===== src/rtl/shift_ctrl_piso.sv =====
// Parallel-in/serial-out shift controller: takes one N-bit word over valid/ready
// and emits it one bit per shift_tick, pulsing done after the last bit.
module shift_ctrl_piso #(
    parameter int unsigned N         = 4,
    parameter bit          MSB_FIRST = 1'b1
) (
    input  logic         clk,
    input  logic         rst_n,
    input  logic [N-1:0] in_data,
    input  logic         in_valid,
    output logic         in_ready,
    input  logic         shift_tick,
    input  logic         abort,
    output logic         sout,
    output logic         sout_valid,
    output logic         busy,
    output logic         done
);

    localparam int unsigned CW = $clog2(N);
    localparam logic [CW-1:0] LastCnt = CW'(N - 1);

    typedef enum logic [1:0] {
        StIdle  = 2'd0,
        StShift = 2'd1,
        StDone  = 2'd2
    } state_e;

    state_e        r_state;
    state_e        w_state_d;
    logic [N-1:0]  r_shreg;
    logic [N-1:0]  w_shreg_d;
    logic [N-1:0]  w_shreg_shifted;
    logic [CW-1:0] r_bit_cnt;
    logic [CW-1:0] w_bit_cnt_d;
    logic          w_out_bit;

    // Shift toward the output end, back-filling with zero.
    if (MSB_FIRST) begin : g_msb
        assign w_shreg_shifted = {r_shreg[N-2:0], 1'b0};
        assign w_out_bit       = r_shreg[N-1];
    end else begin : g_lsb
        assign w_shreg_shifted = {1'b0, r_shreg[N-1:1]};
        assign w_out_bit       = r_shreg[0];
    end

    always_ff @(posedge clk or negedge rst_n) begin
        if (!rst_n) begin
            r_state   <= StIdle;
            r_shreg   <= '0;
            r_bit_cnt <= '0;
        end else begin
            r_state   <= w_state_d;
            r_shreg   <= w_shreg_d;
            r_bit_cnt <= w_bit_cnt_d;
        end
    end

    always_comb begin
        w_state_d   = r_state;
        w_shreg_d   = r_shreg;
        w_bit_cnt_d = r_bit_cnt;
        unique case (r_state)
            StIdle: begin
                // abort outranks acceptance so a word offered alongside it is dropped
                if (in_valid && !abort) begin
                    w_state_d   = StShift;
                    w_shreg_d   = in_data;
                    w_bit_cnt_d = '0;
                end
            end
            StShift: begin
                if (abort) begin
                    w_state_d   = StIdle;
                    w_shreg_d   = '0;
                    w_bit_cnt_d = '0;
                end else if (shift_tick) begin
                    w_shreg_d = w_shreg_shifted;
                    if (r_bit_cnt == LastCnt) begin
                        w_state_d = StDone;
                    end else begin
                        w_bit_cnt_d = r_bit_cnt + 1'b1;
                    end
                end
            end
            StDone: begin
                w_state_d = StIdle;
                if (abort) begin
                    w_shreg_d   = '0;
                    w_bit_cnt_d = '0;
                end
            end
            default: begin
                w_state_d   = StIdle;
                w_shreg_d   = '0;
                w_bit_cnt_d = '0;
            end
        endcase
    end

    always_comb begin
        in_ready   = (r_state == StIdle);
        sout_valid = (r_state == StShift);
        busy       = (r_state == StShift) || (r_state == StDone);
        done       = (r_state == StDone);
        sout       = (r_state == StShift) ? w_out_bit : 1'b0;
    end

endmodule


===== config.mk =====
export PLATFORM = sky130hd
export DESIGN_NAME = shift_ctrl_piso
export DESIGN_NICKNAME = d
export VERILOG_FILES = /design/src/rtl/shift_ctrl_piso.sv
export SDC_FILE = /design/constraint.sdc
export NUM_CORES = 1
export LEC_CHECK = 0
export BUFFER_PORTS_ARGS = -buffer_cell sky130_fd_sc_hd__buf_2
export CAP_MARGIN = 10
export CORE_MARGIN = 2
export CORE_UTILIZATION = 35
export CTS_BUF_LIST = sky130_fd_sc_hd__clkbuf_4
export CTS_CLUSTER_DIAMETER = 40
export DETAILED_ROUTE_END_ITERATION = 8
export MAX_ROUTING_LAYER = met4
export PLACE_DENSITY = 0.59
export SLEW_MARGIN = 20
export SYNTH_ARGS = -nofsm -noshare
export SYNTH_HDL_FRONTEND = slang
export SYNTH_SLANG_ARGS = --single-unit
export TNS_END_PERCENT = 10

===== constraint.sdc =====
create_clock -name clk -period 1.7 [get_ports clk]
set_clock_uncertainty 0.2 [all_clocks]
set_input_delay 0 -clock clk [delete_from_list [all_inputs] [get_ports clk]]
set_output_delay 0 -clock clk [all_outputs]
set_load 0.01 [all_outputs]

==> impl_results.md, run 1 <==
- Status: finished, final reports clean
- CP Max Fanout: 4
- Avg Cell Area, Syn: 10.4 um^2
- R2r startpoint: r_state[0]$_DFFE_PN0P_
- YS warnings: 0
- Cells after Synth: 51
- Static leakage: 0.425 nW
- Worst Setup SP: r_state[0]$_DFFE_PN0P_
- Synth cell types: 26
- Worst Setup Start Kind: flip-flop
- RSZ-0062 raised after global routing: true
- EDFF count, synth: 0
- Min cycle time layout: 1.67 ns
- Clk root buf: clkbuf_4
- Initial DRC Count: 7
- Die H: 42.9 um
- Synth area leader: dfrtp_1
- Setup-failing EPs final: 0
- Top cells by count, synth: 8 x dfrtp_1, 6 x ha_1, 4 x inv_1, 4 x nand2_1
- Max-slew headroom: 0.743
- Final hold viol count: 0
- Die area: 1840 um^2
- Vias in the first global route: 489
- Port buffer count: 13
- Synthesized cell area: 529 um^2
- Drt wl/cell: 12.4 um
- Antenna cells: 0
- Placed Cells: 88
- Initial core utilization: 0.364
- Internal power: 0.774 mW
- Largest net degree at the start of global routing: 9
- Slew @ Worst Pin: 0.384 ns
- Gr ovfl total: 0
- CP arrival: 1.61 ns
- Area grow syn2layout: 67.1%
- Register area: 201 um^2
- Clock tree buffer depth: 2
- Max VDD drop: 0.848 mV
- Worst-path clk slew: 0.06 ns
- Routed WL: 1.27 mm
- Critical setup path kind: flip-flop to flip-flop
- Sequential element share of the synthesized area: 0.378
- Gate power share: 0.608
- CP peak stage delay: 0.47 ns
- Worst EP required: 1.64 ns
- Vias per cell: 4.76
- Core area: 1450 um^2
- Main area contributors after synthesis: dfrtp_1 38%, ha_1 14%, mux2_2 6.4%
- Sw Share: 0.379
- Fin cells: 102
- Global-route wire length before repair: 2.09 mm
- Predominant post-synthesis flop cell: dfrtp_1
- Post-DP HPWL: 894 um
- Multi-input logic area: 390 um^2
- Design area: 885 um^2
- Final Max Slew Viols: 0
- Sequential Power Share: 0.267
- Sw power: 0.472 mW
- Clk pwr share: 0.125
- Total track usage: 0.162
- Post-route ant nets: 0
- Detailed Routing Iterations Pass 1: 4
- Max Cap Viol: 0
- IO Pins: 14
- Clk_lat worst skew: 0.27 ns
- Tcrit/Tclk final: 0.985
- TritonCTS clock tree: done
- Die width: 42.9 um
- # rows: 14
- Top-count cell post-synth: dfrtp_1
- Synth Net Count: 66
- CTS Sinks: 8
- Synthesis-stage register bit count: 8
- Yosys top cell area share: 0.378
- Fillers: 120
- Worst-path cell chain: inv_4 -> ha_4 -> a21oi_2 -> o21ai_2 -> mux2_2
- Fmax: 597 MHz
- Drt drc: 0
- Setup TNS: 0 ns
- Async S/R FF share, synth: 1.00
- NumNets Final: 103
- Pwr/cell area: 1410 nW/um^2
- Setup crit end kind: flip-flop
- Type of the tightest min-delay check: flip-flop to flip-flop
- Final weighted congestion in routability-driven placement: 0.803
- Share of cells above drive strength 1: 0.547
- Via count: 486
- H-tree Lvls: 1
- DP Area: 682 um^2
- CP max-delay cell: dfrtp_2
- Antenna violations before repair: 0
- CTS buffer count: 3
- Worst Min Path Start: r_bit_cnt[1]$_DFFE_PN0P_
metrics by stage:
stage,util,power [mW],hold WS (ns),setup slack [ns]
2_1_floorplan,-,0.696,-0.496,-0.00500
3_3_place_gp,0.469,0.939,-0.346,-0.0426
3_5_place_dp,0.469,0.943,-0.342,-0.0683
4_1_cts,0.565,1.15,0.307,-0.00563
5_1_grt,0.608,1.34,0.331,-0.0329
6_report,0.608,1.25,0.304,0.0263
routing by layer:
metal	up-vias	routed length [um]	track usage
met3	5	29	0.0255
li1	249	-	-
met1	224	549	0.180
met5	-	0	-
met4	0	36	0.0938
met2	8	652	0.273
state kept, by name, summed over array words and instances (netlist names):
signal,cells
r_shreg,4
r_bit_cnt,2
r_state,2
layout make-up:
class                           count  share of cell area
Clock buffer                        3              0.0255
Inverter                            4              0.0226
Timing Repair Buffer               32               0.260
Tap cell                           16              0.0226
Multi-Input combinational cell     39               0.441
Sequential cell                     8               0.228
logic make-up after synthesis:
| family | Yosys count | synth area share |
|---|---|---|
| and+or+nand+nor | 16 | 0.180 |
| AOI/OAI and AO/OA | 11 | 0.139 |
| DFF | 8 | 0.378 |
| muxes | 6 | 0.132 |
| adders and majority gates | 6 | 0.142 |
| buffers and inverters | 4 | 0.0284 |
worst max-delay path, delay by kind of cell, from the launching register on:
kind / cells / cell delay (ns)
multiplexers: 1 / 0.37
buffers and inverters: 1 / 0.10
AO/OA/AOI/OAI: 2 / 0.27
adder cells (fa/ha/maj): 1 / 0.13
flip-flops: 1 / 0.47
power by group through the flow:
stage               Clock [mW]  Sequential (mW)  Combinational, mW
floorplan                    0            0.299              0.397
global placement             0            0.311              0.629
detailed placement           0            0.313              0.630
CTS                      0.158            0.315              0.678
global route             0.165            0.345              0.826
finish                   0.156            0.333              0.757
final timing paths:
check                                           end  cells after the start  slack (ns)
hold / removal             r_bit_cnt[1]$_DFFE_PN0P_                      1        0.30
hold reg to reg            r_bit_cnt[1]$_DFFE_PN0P_                      1        0.30
setup reg to reg             r_shreg[3]$_DFFE_PN0P_                      5        0.03
max in group asynchronous    r_state[0]$_DFFE_PN0P_                      3        0.50
min in group asynchronous  r_bit_cnt[1]$_DFFE_PN0P_                      3        0.51
setup / recovery             r_shreg[3]$_DFFE_PN0P_                      5        0.03
layout by cell type (no fill, tap or decap), types with 3 or more instances in the layout:
cell and instances:
buf_2 13, buf_4 10, clkbuf_4 3, dfrtp_1 7, dlygate4sd3_1 9, ha_4 4, mux2_2 3, nand2_1 4
what timing repair did:
| item | CTS | global route |
|---|---|---|
| setup buffers | 1 | 1 |
| endpoints found under the hold margin | 14 | 0 |
| hold buffers | 9 | 0 |
| cloned | 0 | 0 |
| gates resized for setup | 8 | 10 |
| endpoints found under the setup margin | 7 | 6 |
| pin swaps | 1 | 3 |
Power figures use the tool's default switching activity.
==> run 2: changes to the inputs <==
--- a/config.mk
+++ b/config.mk
@@ -14,6 +14,7 @@
 export DETAILED_ROUTE_END_ITERATION = 8
 export MAX_ROUTING_LAYER = met4
 export PLACE_DENSITY = 0.59
+export REMOVE_ABC_BUFFERS = 1
 export SLEW_MARGIN = 20
 export SYNTH_ARGS = -nofsm -noshare
 export SYNTH_HDL_FRONTEND = slang
==> run 2 against run 1 <==
Against the previous run:
- sequential cell count stayed put
- combinational power is 16% higher
- clock power fell by 8%
- cell count increased by 0.98%
- non-clock buffer count up 1
- sequential power up 1%
- worst setup slack worse by 0.016 ns
- via count rose by 3.5%
- wire length increased by 14%
- sequential share of layout area decreased by 1.1 points
- die area did not move
==> impl_results.md, run 2 (synthesis results as in run 1) <==
- Status: finished, final reports clean
- Routed WL: 1.45 mm (+14%)
- Critical setup path kind: flip-flop to flip-flop
- Clock tree buffer depth: 2 (unchanged)
- Clk_lat worst skew: 0.25 ns (-0.02 ns)
- Largest net degree at the start of global routing: 9 (unchanged)
- Worst-path cell chain: ha_4 -> nor2b_4 -> buf_4 -> a22oi_1 -> nor2_1 -> mux2_4
- Tcrit/Tclk final: 0.994 (+0.00938)
- Drt drc: 0 (unchanged)
- Post-route ant nets: 0 (unchanged)
- Antenna cells: 0 (unchanged)
- Detailed Routing Iterations Pass 1: 4 (unchanged)
- Final Max Slew Viols: 0 (unchanged)
- Fmax: 592 MHz (-0.94%)
- Final hold viol count: 0 (unchanged)
- Final weighted congestion in routability-driven placement: 0.748 (-6.9%)
- Most frequent cells in the layout: 13 x buf_2, 11 x buf_4, 8 x dlygate4sd3_1
- Global-route wire length before repair: 2.26 mm (+7.9%)
- Setup ws final: 0.0103 ns (-0.0159 ns)
- Max Cap Viol: 0 (unchanged)
- Port buffer count: 13 (unchanged)
- Gr ovfl total: 0 (unchanged)
- Min cycle time layout: 1.69 ns (+0.0159 ns)
- Hold WS: 0.0753 ns (-0.229 ns)
- Max reg flops: 4 (unchanged)
- Initial DRC Count: 6 (-1)
- Die width: 42.9 um (unchanged)
- Static leakage: 0.446 nW (+4.9%)
- CTS buffer count: 3 (unchanged)
- CP peak stage delay: 0.47 ns (about the same)
- Clk root buf: clkbuf_4
- Share of cells above drive strength 1: 0.575 (+0.0282)
- Slew @ Worst Pin: 0.388 ns (+0.00422 ns)
- Vias per cell: 4.88 (+2.5%)
- CTS Sinks: 8 (unchanged)
- Max-slew headroom: 0.740 (-0.00282)
- Type of the tightest min-delay check: primary input to flip-flop
- Worst EP required: 1.63 ns (about the same)
- Most common cell after layout, fill and taps aside: buf_2
- TritonCTS clock tree: done
- Pwr/cell area: 1460 nW/um^2 (+4.1%)
- Setup-failing EPs final: 0 (unchanged)
- Antenna violations before repair: 0 (unchanged)
- Drt wl/cell: 14.0 um (+13%)
- Post-Place Worst Slack: -0.0840 ns (-0.0156 ns)
- Worst-path clk slew: 0.05 ns (about the same)
- Top flop regs: r_shreg (4), r_bit_cnt (2), r_state (2)
- Largest register by flop count: r_shreg
- Final Power: 1.36 mW (+9.2%)
- Die area: 1840 um^2 (unchanged)
- Worst Setup Start Kind: flip-flop
- Max VDD drop: 1.05 mV (+24%)
- Vias in the first global route: 513 (+4.9%)
- Die H: 42.9 um (unchanged)
- Total track usage: 0.174 (+0.0118)
- CP max-delay cell: dfrtp_2
- CP Max Fanout: 4 (unchanged)
- Initial core utilization: 0.364 (unchanged)
- Area grow syn2layout: 75.4%
- Post-DP HPWL: 843 um (-5.7%)
- Via count: 503 (+3.5%)
- IO Pins: 14 (unchanged)
- CP arrival: 1.62 ns (about the same)
- RSZ-0062 raised after global routing: true
- Setup crit end kind: flip-flop
- # rows: 14 (unchanged)
- Core area: 1450 um^2 (unchanged)
- H-tree Lvls: 1 (unchanged)
- NumNets Final: 104 (+0.97%)
[run 2: changes by cell type in the layout (fill, tap and decap cells not counted), sizes merged]
cell / delta
buf: +2
dlygate4sd3: -1
[run 2: final cells by class]
type | instances | area [um^2]
clock buffer | 3 | 22.5
fill | 118 | 526
tap | 16 | 20.0
inverter | 4 | 20.0
timing repair buffer | 33 | 239
sequential | 8 | 201
multi-input combinational | 39 | 425
[run 2: repair_timing]
| action | in CTS | in global routing |
|---|---|---|
| hold buffers | 8 | 0 |
| gates cloned | 0 | 0 |
| resized for setup | 8 | 20 |
| pin swaps | 1 | 2 |
| hold endpoints to repair | 13 | 0 |
| buffers inserted | 0 | 3 |
| endpoints found under the setup margin | 6 | 7 |
[run 2: per-layer routing]
layer | vias up | global-route usage | part of all wire | wire length, um
li1 | 250 | - | - | -
met3 | 4 | 0.0638 | 0.034 | 49
met5 | - | - | 0 | 0
met1 | 238 | 0.188 | 0.43 | 629
met4 | 0 | 0.0750 | 0.016 | 23
met2 | 11 | 0.285 | 0.51 | 743
[run 2: worst paths after layout]
kind                                     startpoint                        to  slack [ns]  cells past startpoint
hold / removal                                abort  r_bit_cnt[1]$_DFFE_PN0P_        0.08                      3
setup / recovery             r_state[0]$_DFFE_PN0P_    r_shreg[1]$_DFFE_PN0P_        0.01                      6
hold reg to reg            r_bit_cnt[1]$_DFFE_PN0P_  r_bit_cnt[1]$_DFFE_PN0P_        0.30                      1
min in group asynchronous                     rst_n  r_bit_cnt[0]$_DFFE_PN0P_        0.52                      3
max in group asynchronous                     rst_n    r_state[0]$_DFFE_PN0P_        0.48                      3
setup reg to reg             r_state[0]$_DFFE_PN0P_    r_shreg[1]$_DFFE_PN0P_        0.01                      6
[run 2: metrics by stage]
| stage | instance area [um^2] | util | std cells | setup TNS [ns] |
|---|---|---|---|---|
| after floorplan | 529 | - | 51 | -0.319 |
| after global placement | 682 | 0.469 | 89 | -0.334 |
| after detailed placement | 682 | 0.469 | 89 | -0.361 |
| after CTS | 815 | 0.560 | 100 | -0.00943 |
| after global routing | 928 | 0.639 | 103 | -0.113 |
| final | 928 | 0.639 | 103 | 0 |
[run 2: power by group]
group	switching, mW	internal (mW)
clock network	0.0635	0.0807
logic	0.384	0.494
registers	0.0719	0.265
[run 2: critical path: cells and delay by family, from the launching register on]
kind / cells / cell delay [ns]
flip-flops: 1 / 0.47
multiplexers: 1 / 0.26
adder cells (fa/ha/maj): 1 / 0.19
AND/OR/NAND/NOR: 2 / 0.18
buffers and inverters: 1 / 0.13
AO/OA/AOI/OAI: 1 / 0.13
==> run 3: changes to the inputs <==
==> constraint.sdc (replaced) <==
create_clock -name clk -period 1.5 [get_ports clk]
set_clock_uncertainty 0.2 [all_clocks]
set_input_delay 0 -clock clk [delete_from_list [all_inputs] [get_ports clk]]
set_output_delay 0 -clock clk [all_outputs]
set_load 0.01 [all_outputs]
==> run 3 against run 2 <==
Against the previous run:
- the flow now finishes with violations (negative setup slack)
- sequential share of layout area shrank 0.60 points
- critical endpoint is now r_bit_cnt[1]$_DFFE_PN0P_
- critical path depth shrank 1
- clock power grew 16%
- core utilization grew 1.8 points
- clock-buffer cell count is the same
- first-iteration DRC count shrank 50%
- worst setup slack lost 0.19 ns
==> impl_results.md, run 3 (synthesis results as in run 1) <==
- CP peak stage delay: 0.41 ns (-0.06 ns)
- CP max-delay cell: dfrtp_1
- Largest register by flop count: r_shreg
- Die area: 1840 um^2 (unchanged)
- Die width: 42.9 um (unchanged)
- Post-Place Worst Slack: -0.317 ns (-0.233 ns)
- Fmax: 597 MHz (+0.88%)
- CTS buffer count: 3 (unchanged)
- Worst Setup Start Kind: flip-flop
- Design area: 955 um^2 (+2.8%)
- Via count: 495 (-1.6%)
- Final weighted congestion in routability-driven placement: 0.753 (+0.74%)
- Max Cap Viol: 0 (unchanged)
- # rows: 14 (unchanged)
- Placed Cells: 90 (+1.1%)
- Hold WS: 0.0758 ns (+0.000481 ns)
- Clock tree buffer depth: 2 (unchanged)
- NumNets Final: 103 (-0.96%)
- Setup TNS: -1.07 ns (-1.07 ns)
- Detailed Routing Iterations Pass 1: 4 (unchanged)
- Core area: 1450 um^2 (unchanged)
- Port buffer count: 13 (unchanged)
- Post-route ant nets: 0 (unchanged)
- Fin cells: 102 (-0.97%)
- Drt drc: 0 (unchanged)
- Sw power: 0.599 mW (+15%)
- Post-DP HPWL: 878 um (+4.2%)
- Fillers: 116 (-1.7%)
- Failing checks: negative setup slack
- H-tree Lvls: 1 (unchanged)
- Max-slew headroom: 0.736 (-0.00453)
- DP Area: 689 um^2 (+1.1%)
- Setup-failing EPs final: 8 (+8)
- Clk pwr share: 0.106 (about the same)
- Slew @ Worst Pin: 0.395 ns (+0.00677 ns)
- CTS Sinks: 8 (unchanged)
- Share of cells above drive strength 1: 0.628 (+0.0532)
- RSZ-0062 raised after global routing: true
- Drt wl/cell: 13.1 um (-6.8%)
- Tcrit/Tclk final: 1.12 (+0.123)
- Clk root buf: clkbuf_4
- Antenna violations before repair: 0 (unchanged)
- Routed WL: 1.34 mm (-7.7%)
- Sequential Power Share: 0.240 (-0.008)
- Max VDD drop: 1.02 mV (-3.0%)
- Most common cell after layout, fill and taps aside: buf_2
- CP arrival: 1.61 ns (about the same)
- Most frequent cells in the layout: 12 x buf_2, 9 x buf_4, 8 x dlygate4sd3_1
- Worst-path cell chain: buf_6 -> ha_4 -> a21oi_4 -> o211ai_1 -> mux2_1
- Die H: 42.9 um (unchanged)
- Gate power share: 0.654 (+0.008)
- CP Max Fanout: 3 (-1)
- Initial core utilization: 0.364 (unchanged)
- Antenna cells: 0 (unchanged)
- Vias per cell: 4.85 (-0.63%)
- Final Max Slew Viols: 0 (unchanged)
- Top flop regs: r_shreg (4), r_bit_cnt (2), r_state (2)
- Setup crit end kind: flip-flop
- Static leakage: 0.447 nW (+0.22%)
- Worst EP required: 1.44 ns (-0.19 ns)
- Final core utilization: 0.657 (+0.0181)
- Type of the tightest min-delay check: primary input to flip-flop
- Global-route wire length before repair: 2.32 mm (+2.7%)
- Sw Share: 0.379 (-0.00328)
- Internal power: 0.982 mW (+17%)
- Largest net degree at the start of global routing: 9 (unchanged)
- Max reg flops: 4 (unchanged)
- Area grow syn2layout: 80.4%
- Critical setup path kind: flip-flop to flip-flop
- Total track usage: 0.183 (+0.00907)
- Clk_lat worst skew: 0.26 ns (about the same)
- Initial DRC Count: 3 (-3)
- Setup ws final: -0.175 ns (-0.185 ns)
- TritonCTS clock tree: done
- Pwr/cell area: 1660 nW/um^2 (+13%)
- Worst-path clk slew: 0.05 ns (about the same)
- Final Power: 1.58 mW (+16%)
- Final hold viol count: 0 (unchanged)
- Gr ovfl total: 0 (unchanged)
- Vias in the first global route: 510 (-0.58%)
- Min cycle time layout: 1.67 ns (-0.0147 ns)
- IO Pins: 14 (unchanged)
- Status: finished with violations
==> run 3: changes by cell type in the layout (fill, tap and decap cells not counted), moves of 2 or more <==
cell	before	now
a21oi_1	2	0
buf_6	1	3
mux2_2	0	2
buf_4	11	9
mux2_4	4	2
a21oi_2	1	3
==> run 3: critical path: cells and delay by family (launching register included) <==
kind	cells	cell delay [ns]
AOI/OAI and AO/OA	2	0.31
adders and majority gates	1	0.16
buffers and inverters	1	0.15
DFF	1	0.41
muxes	1	0.33
==> run 3: worst paths after layout <==
check                           depth (start not counted)  slack (ns)                        to                   start
worst max register to register                          5       -0.17  r_bit_cnt[1]$_DFFE_PN0P_  r_state[1]$_DFFE_PN0P_
worst min-delay path                                    3        0.08  r_bit_cnt[1]$_DFFE_PN0P_                   abort
worst min register to register                          1        0.30    r_shreg[3]$_DFFE_PN0P_  r_shreg[3]$_DFFE_PN0P_
max in group asynchronous                               3        0.28    r_state[0]$_DFFE_PN0P_                   rst_n
min in group asynchronous                               3        0.52  r_bit_cnt[0]$_DFFE_PN0P_                   rst_n
worst max-delay path                                    5       -0.17  r_bit_cnt[1]$_DFFE_PN0P_  r_state[1]$_DFFE_PN0P_
==> run 3: final cells by class <==
cell class | instances | area, um^2 | share of cell area
tap | 16 | 20.0 | 0.0210
sequential | 8 | 201 | 0.211
inverter | 4 | 20.0 | 0.0210
clock buffer | 3 | 22.5 | 0.0236
timing repair buffer | 32 | 241 | 0.253
multi-input combinational | 39 | 449 | 0.471
==> run 3: routing by layer <==
layer | up-vias | part of all wire | track usage
li1 | 253 | - | -
met1 | 233 | 0.45 | 0.212
met2 | 9 | 0.52 | 0.288
met3 | 0 | 0.032 | 0.0638
met4 | 0 | 0 | 0.0750
met5 | - | 0 | -
==> run 3: repair_timing <==
item	CTS	global route
gates resized for setup	33	0
hold buffers	8	0
pin swaps	7	3
endpoints found under the setup margin	10	9
endpoints found under the hold margin	13	0
buffers inserted	1	0
==> run 3: power by group through the flow <==
stage	registers (mW)	logic [mW]	clock network (mW)
after detailed placement	0.353	0.738	0
final	0.380	1.03	0.167
after global routing	0.392	1.13	0.185
after global placement	0.348	0.738	0
after floorplan	0.338	0.445	0
after CTS	0.378	1.02	0.176
